==> config.mk <==
export PLATFORM = sky130hd
export DESIGN_NAME = booth_seq_multiplier
export DESIGN_NICKNAME = d
export VERILOG_FILES = /design/src/rtl/booth_seq_multiplier.sv
export SDC_FILE = /design/constraint.sdc
export NUM_CORES = 1
export LEC_CHECK = 0
export ABC_CLOCK_PERIOD_IN_PS = 4650
export CORE_ASPECT_RATIO = 0.8
export CORE_MARGIN = 1
export CORE_UTILIZATION = 33
export CTS_CLUSTER_SIZE = 14
export DETAILED_ROUTE_END_ITERATION = 12
export PLACE_DENSITY = 0.56
export SYNTH_ARGS = -nofsm -noshare
export SYNTH_HDL_FRONTEND = slang
export SYNTH_SLANG_ARGS = --single-unit
==> constraint.sdc <==
create_clock -name clock -period 4.65 [get_ports clock]
set_clock_uncertainty 0.15 [all_clocks]
set_input_delay 1.395 -clock clock [delete_from_list [all_inputs] [get_ports clock]]
set_output_delay 1.395 -clock clock [all_outputs]
set_load 0.01 [all_outputs]
==> src/rtl/booth_seq_multiplier.sv <==
// Radix-2 Booth sequential signed multiplier: one add/sub plus arithmetic shift per clock.
// Optional BOOTH_ZERO_SKIP_EN: zero operands finish straight from IDLE in one cycle.
module booth_seq_multiplier #(
  parameter int BITS = 32
) (
  input  logic                clock,
  input  logic                reset_n,
  input  logic                start,
  input  logic [BITS-1:0]     multiplicand,
  input  logic [BITS-1:0]     multiplier,
  output logic                busy,
  output logic                done,
  output logic [2*BITS-1:0]   product
);

  localparam int CW = $clog2(BITS + 1);

  typedef enum logic [1:0] {IDLE, CALC, DONE} state_t;

  state_t          state_reg;
  logic [BITS:0]   a_reg;
  logic [BITS:0]   m_reg;
  logic [BITS-1:0] q_reg;
  logic            q_m1_reg;
  logic [CW-1:0]   count_reg;

  logic [BITS:0]   addend;
  logic            carry_in;
  logic [BITS:0]   sum;
  logic [BITS:0]   a_next;
  logic [BITS-1:0] q_next;
  logic            q_m1_next;

  // Subtraction reuses the adder as A + ~M + 1; the extra bit keeps -M exact for the most negative M.
  always_comb begin
    addend   = '0;
    carry_in = 1'b0;
    case ({q_reg[0], q_m1_reg})
      2'b01: addend = m_reg;
      2'b10: begin
        addend   = ~m_reg;
        carry_in = 1'b1;
      end
      default: addend = '0;
    endcase
    sum       = a_reg + addend + {{BITS{1'b0}}, carry_in};
    a_next    = {sum[BITS], sum[BITS:1]};
    q_next    = {sum[0], q_reg[BITS-1:1]};
    q_m1_next = q_reg[0];
  end

  always_ff @(posedge clock) begin
    if (!reset_n) begin
      state_reg <= IDLE;
      a_reg     <= '0;
      m_reg     <= '0;
      q_reg     <= '0;
      q_m1_reg  <= 1'b0;
      count_reg <= '0;
      busy      <= 1'b0;
      done      <= 1'b0;
      product   <= '0;
    end else begin
      case (state_reg)
        IDLE: begin
          if (start) begin
            a_reg     <= '0;
            q_reg     <= multiplier;
            q_m1_reg  <= 1'b0;
            m_reg     <= {multiplicand[BITS-1], multiplicand};
            count_reg <= '0;
`ifdef BOOTH_ZERO_SKIP_EN
            if (multiplicand == '0 || multiplier == '0) begin
              state_reg <= DONE;
              done      <= 1'b1;
              product   <= '0;
            end else begin
              state_reg <= CALC;
              busy      <= 1'b1;
            end
`else
            state_reg <= CALC;
            busy      <= 1'b1;
`endif
          end
        end
        CALC: begin
          a_reg     <= a_next;
          q_reg     <= q_next;
          q_m1_reg  <= q_m1_next;
          count_reg <= count_reg + CW'(1);
          if (count_reg == CW'(BITS - 1)) begin
            state_reg <= DONE;
            busy      <= 1'b0;
            done      <= 1'b1;
            product   <= {a_next[BITS-1:0], q_next};
          end
        end
        DONE: begin
          done      <= 1'b0;
          state_reg <= IDLE;
        end
        default: begin
          state_reg <= IDLE;
          busy      <= 1'b0;
          done      <= 1'b0;
        end
      endcase
    end
  end

endmodule

# Word level (Yosys, flattened, before mapping)

Index checks and enable logic that the tools add are counted.

Output and inout port bits: 66
Register bits: 172

Bitwise logic cells: 3
Eq/ne operators: 7
Multiplexer cells: 18
Add/subtract/negate cells: 3
Reductions and logical operators: 8

Operators with widths:

| operator              | number |
|---|---|
| $pmux W33 S2          | 2 |
| $pmux W32 S2          | 1 |
| $add A33 B1 Y33       | 1 |
| $add A33 B33 Y33      | 1 |
| $mux W33              | 1 |
| $not A33 Y33          | 1 |
| $mux W32              | 1 |
| $pmux W6 S2           | 1 |
| $reduce_and A2 Y1     | 5 |
| $add A6 B1 Y6 const B | 1 |
| $eq A6 B5 Y1 const B  | 1 |
| $mux W6               | 1 |
| $mux W1               | 5 |
| $eq A2 B1 Y1 const B  | 2 |
| $eq A2 B2 Y1 const B  | 2 |
| $mux W2               | 2 |
| $ne A2 B2 Y1 const B  | 2 |
| $pmux W1 S2           | 2 |
| $pmux W2 S2           | 1 |
| $pmux W1 S3           | 1 |
| $reduce_and A3 Y1     | 1 |
| $logic_not A2 Y1      | 1 |
| $not A1 Y1            | 2 |
| $reduce_bool A2 Y1    | 1 |

# Depth between registers and ports, before layout

Depth after elaboration: 5
Gate-level depth with buffers: 16
Gate-level depth less buffers: 14

# Least setup slack after synthesis

No wires, ideal clock.

Kind: reg2reg
Start point: register q_m1_reg
End point: register a_reg[29]
Setup slack: 903 ps
Clock period less this slack: 3747 ps
Stages on the path, launching flop included: 17
Path buffers: 3
Required time: 4375 ps
Setup time: 125 ps
Data arrival time: 3472 ps
Cell sequence: dfxtp_1 clkbuf_1 nor2b_1 clkbuf_1 clkbuf_1 a21oi_1 fa_1 inv_1 fa_1 a211oi_1 o21ai_0 a21oi_2 o21ai_2 a41oi_4 or4_1 nand3_1 o21ai_1

Longest elaborated chain between the ends: 5

RTL lines:

| item                                         | RTL line | RTL |
|---|---|---|
| from (decl)                                  | 24       | `logic q_m1_reg;` |
| from (signal assigned)                       | 90       | `q_m1_reg <= q_m1_next;` |
| $eq A2 B2 Y1 or $eq A2 B1 Y1 (tied branches) | 38       | `case ({q_reg[0], q_m1_reg})` |
| $pmux W33 S2                                 | 38       |  |
| $add A33 B33 Y33                             | 46       | `sum = a_reg + addend + {{BITS{1'b0}}, carry_in};` |
| $add A33 B1 Y33 *                            | 46       |  |
| $pmux W33 S2 *                               | 64       | `case (state_reg)` |
| to (signal assigned)                         | 88       | `a_reg <= a_next;` |
| to (decl)                                    | 21       | `logic [BITS:0] a_reg;` |

Mark *: on every way between the ends. The rest lies on a longest branch, timed or not.
A chain may end at the register's enable or synchronous reset.

# Worst setup path in the final report

Start point: register q_m1_reg
End point: register a_reg[31]

The elaborated chain is that of the path after synthesis.

==> impl_results.md <==
* IO Port Bufs at 132
* Number of synthesized register bits at 171
* First-pass GRT wire length at 40.92 mm
* Detail Route met2 WL at 10.49 mm
* N_diodes at 0
* Fin Setup TNS at 0 ns
* Highest clock rate at 264.2 MHz
* Pre-antenna DRT Iters at 5
* Via count at 8116
* Crit path capture type: register
* Die Wd at 183.9 um
* Reg area at 0.003425 mm^2
* Half-perimeter wire length after placement at 17.31 mm
* Slew HR at 0.5480
* DRC Markers at 0
* Total Nets Final at 1299
* Core area at 0.02563 mm^2
* Total Wirelength at 25.61 mm
* Commonest non-fill, non-tap cell in the layout: nand2_1
* Leak pwr at 0.004032 uW
* Skew-Pair Late Insertion Delay at 0.44 ns
* Clock slew at reported path FFs at 0.07 ns
* Clk root buf: clkbuf_16
* Nature of the critical path startpoint: register
* Top Ports at 133
* Syn Area/Cell at 7.852 um^2
* Post-synth EDFFs at 0
* Hold_buf cts at 0
* Final Cycle Share at 0.8140
* Slew Limit Fails at 0
* Mapped cell area at 0.008731 mm^2
* Sequential fraction of the synthesis area at 0.3921
* Starting density of the core at 0.3406
* PwrDens at 326.3 mW/mm^2
* RD Place Congestion at 0.8726
* Placed Cells at 1530
* Max reg flops at 64
* Biggest register: product
* Die area at 0.02712 mm^2
* Share of Yosys cell area claimed by the top area cell type at 0.3921
* Worst-Margin Slew at 0.6780 ns
* Unrepaired setup endpoints after global routing: false
* Final Setup Violations at 0
* Non-filler cells in the finished layout at 1562
* Synth Instances at 1112
* Post-synth cell types at 68
* Top Metal Used: met4
* Antenna-violating nets left at 0
* Worst-path maximum fanout at 16
* Synthesis-to-finish area growth at 24.12%
* Critical path class: register to register
* Filler cells at 2626
* Net Count, Synth at 1213
* Initial DRC Count at 703
* Row count at 52
* Post_cts resized at 0
* Setup Fix Bufs, Post-CTS at 0
* Asr flop ratio synth at 0
* Status: complete, no violations
* Syn. warnings at 0
* H-tree levels at 4
* Hold Vio Cnt, Final at 0
* CTS Buffer Depth at 2
* Via density at 5.196
* Top post-synthesis cells by area: dfxtp_1 39%, nand2_1 10%, a21oi_1 8.8%
* GRT overflow at 0
* Peak supply drop at 0.0002554 V
* DR WL met3 at 1.353 mm
* Gr usage total at 0.1902
* Layout cells sized above 1 at 0.08836
* Crit path arrival time at 3.98 ns
* Worst Hold Class: register to register
* Die Y at 147.5 um
* Post-synth top area cell: dfxtp_1
* Max_cap viols at 0
* M1 WL at 13.44 mm
* TritonCTS clock tree: built
* Final min period at 3.785 ns
* CTS Buf Count at 17
* Commonest non-fill, non-tap cells in the layout: 234 x nand2_1, 170 x dfxtp_1, 154 x a21oi_1
* Vias in the first global route at 7539
* Largest net degree at the start of global routing at 69
* Antenna violations before repair at 0
* Multi-input gate area at 0.004875 mm^2
* Synth Flop Type: dfxtp_1
* Sink Count at 171
* Average wire per standard cell at 16.40 um
* Critical Path RT at 4.84 ns
==> metal layers <==
layer | GRT usage | up-vias
li1 | - | 4084
met1 | 0.2876 | 3810
met2 | 0.2716 | 200
met3 | 0.03745 | 22
met4 | 0.04792 | 0
met5 | 0 | -
==> power breakdown <==
group          internal [uW]  total, uW  switching (uW)
combinational            220        529             309
clock                    734       1430             700
sequential              1520       1570            48.2
==> cell type report <==
class,count,share of cell area
Clock buffer,18,0.04053
Clock inverter,14,0.01386
Inverter,11,0.003926
Multi-Input combinational cell,845,0.4498
Sequential cell,171,0.3160
Tap cell,351,0.04053
Timing Repair Buffer,152,0.1353
==> worst paths after layout <==
kind | start | to | slack, ns | cells past startpoint
worst min-delay path | product[38] | product[38] | 0.30 | 2
worst max register to register | q_m1_reg | a_reg[31] | 0.87 | 15
worst min register to register | product[38] | product[38] | 0.30 | 2
worst max-delay path | q_m1_reg | a_reg[31] | 0.87 | 15
==> Yosys cell counts, types with 2 or more instances <==
| cell type | count |
|---|---|
| a211oi_1 | 8 |
| a21o_1 | 16 |
| a21oi_1 | 154 |
| a21oi_2 | 2 |
| a22o_1 | 8 |
| a22oi_1 | 14 |
| a311oi_1 | 4 |
| a31oi_1 | 8 |
| and2_1 | 2 |
| and3_1 | 7 |
| and4_1 | 2 |
| buf_1 | 3 |
| buf_4 | 4 |
| clkbuf_1 | 69 |
| clkbuf_8 | 6 |
| dfxtp_1 | 171 |
| fa_1 | 2 |
| ha_1 | 32 |
| inv_1 | 11 |
| mux2i_1 | 2 |
| nand2_1 | 234 |
| nand2b_1 | 4 |
| nand3_1 | 18 |
| nand4_1 | 8 |
| nor2_1 | 92 |
| nor2b_1 | 36 |
| nor3_1 | 14 |
| nor4_1 | 3 |
| o211ai_1 | 2 |
| o21a_1 | 8 |
| o21ai_0 | 55 |
| o21ai_1 | 10 |
| o21bai_1 | 7 |
| o221a_2 | 32 |
| o31ai_1 | 6 |
| or3_1 | 4 |
| or4_1 | 3 |
| xnor2_1 | 15 |
| xor2_1 | 7 |
==> per-stage QoR <==
step	setup slack [ns]	power, uW	cell area [um^2]	util	hold WS, ns
detailed placement	0.9203	2132	10250	0.3997	0.2980
finish	0.8650	3536	10840	0.4227	0.3044
floorplan	0.9030	1975	8731	-	0.2815
CTS	0.8871	3565	10840	0.4227	0.3073
global placement	0.9798	2130	10250	0.3997	0.2968
global route	0.5430	3698	10840	0.4227	0.3235
==> critical path, stage by stage, from the launching register on <==
cell and delay [ns]:
dfxtp_1 0.47, nand2b_1 0.15, buf_4 0.21, nor2_1 0.06, a21oi_1 0.15, fa_1 0.22
inv_1 0.06, fa_1 0.41, a211oi_1 0.30, o21ai_0 0.17, a21oi_2 0.32, o21ai_0 0.20
a21o_1 0.24, a31oi_1 0.27, nor3_1 0.10, o31ai_1 0.22
==> cell families (layout without fill, tap and decap cells) <==
logic type | after synthesis | after routing | synth area share
AOI/OAI and AO/OA | 355 | 355 | 0.2671
xor gates and xnor gates | 22 | 22 | 0.02207
adders and majority gates | 34 | 34 | 0.05044
buffers and inverters | 96 | 195 | 0.05087
DFF | 171 | 171 | 0.3921
muxes | 2 | 2 | 0.002293
and+or+nand+nor | 432 | 432 | 0.2151
(Power assumes the default switching activity.)
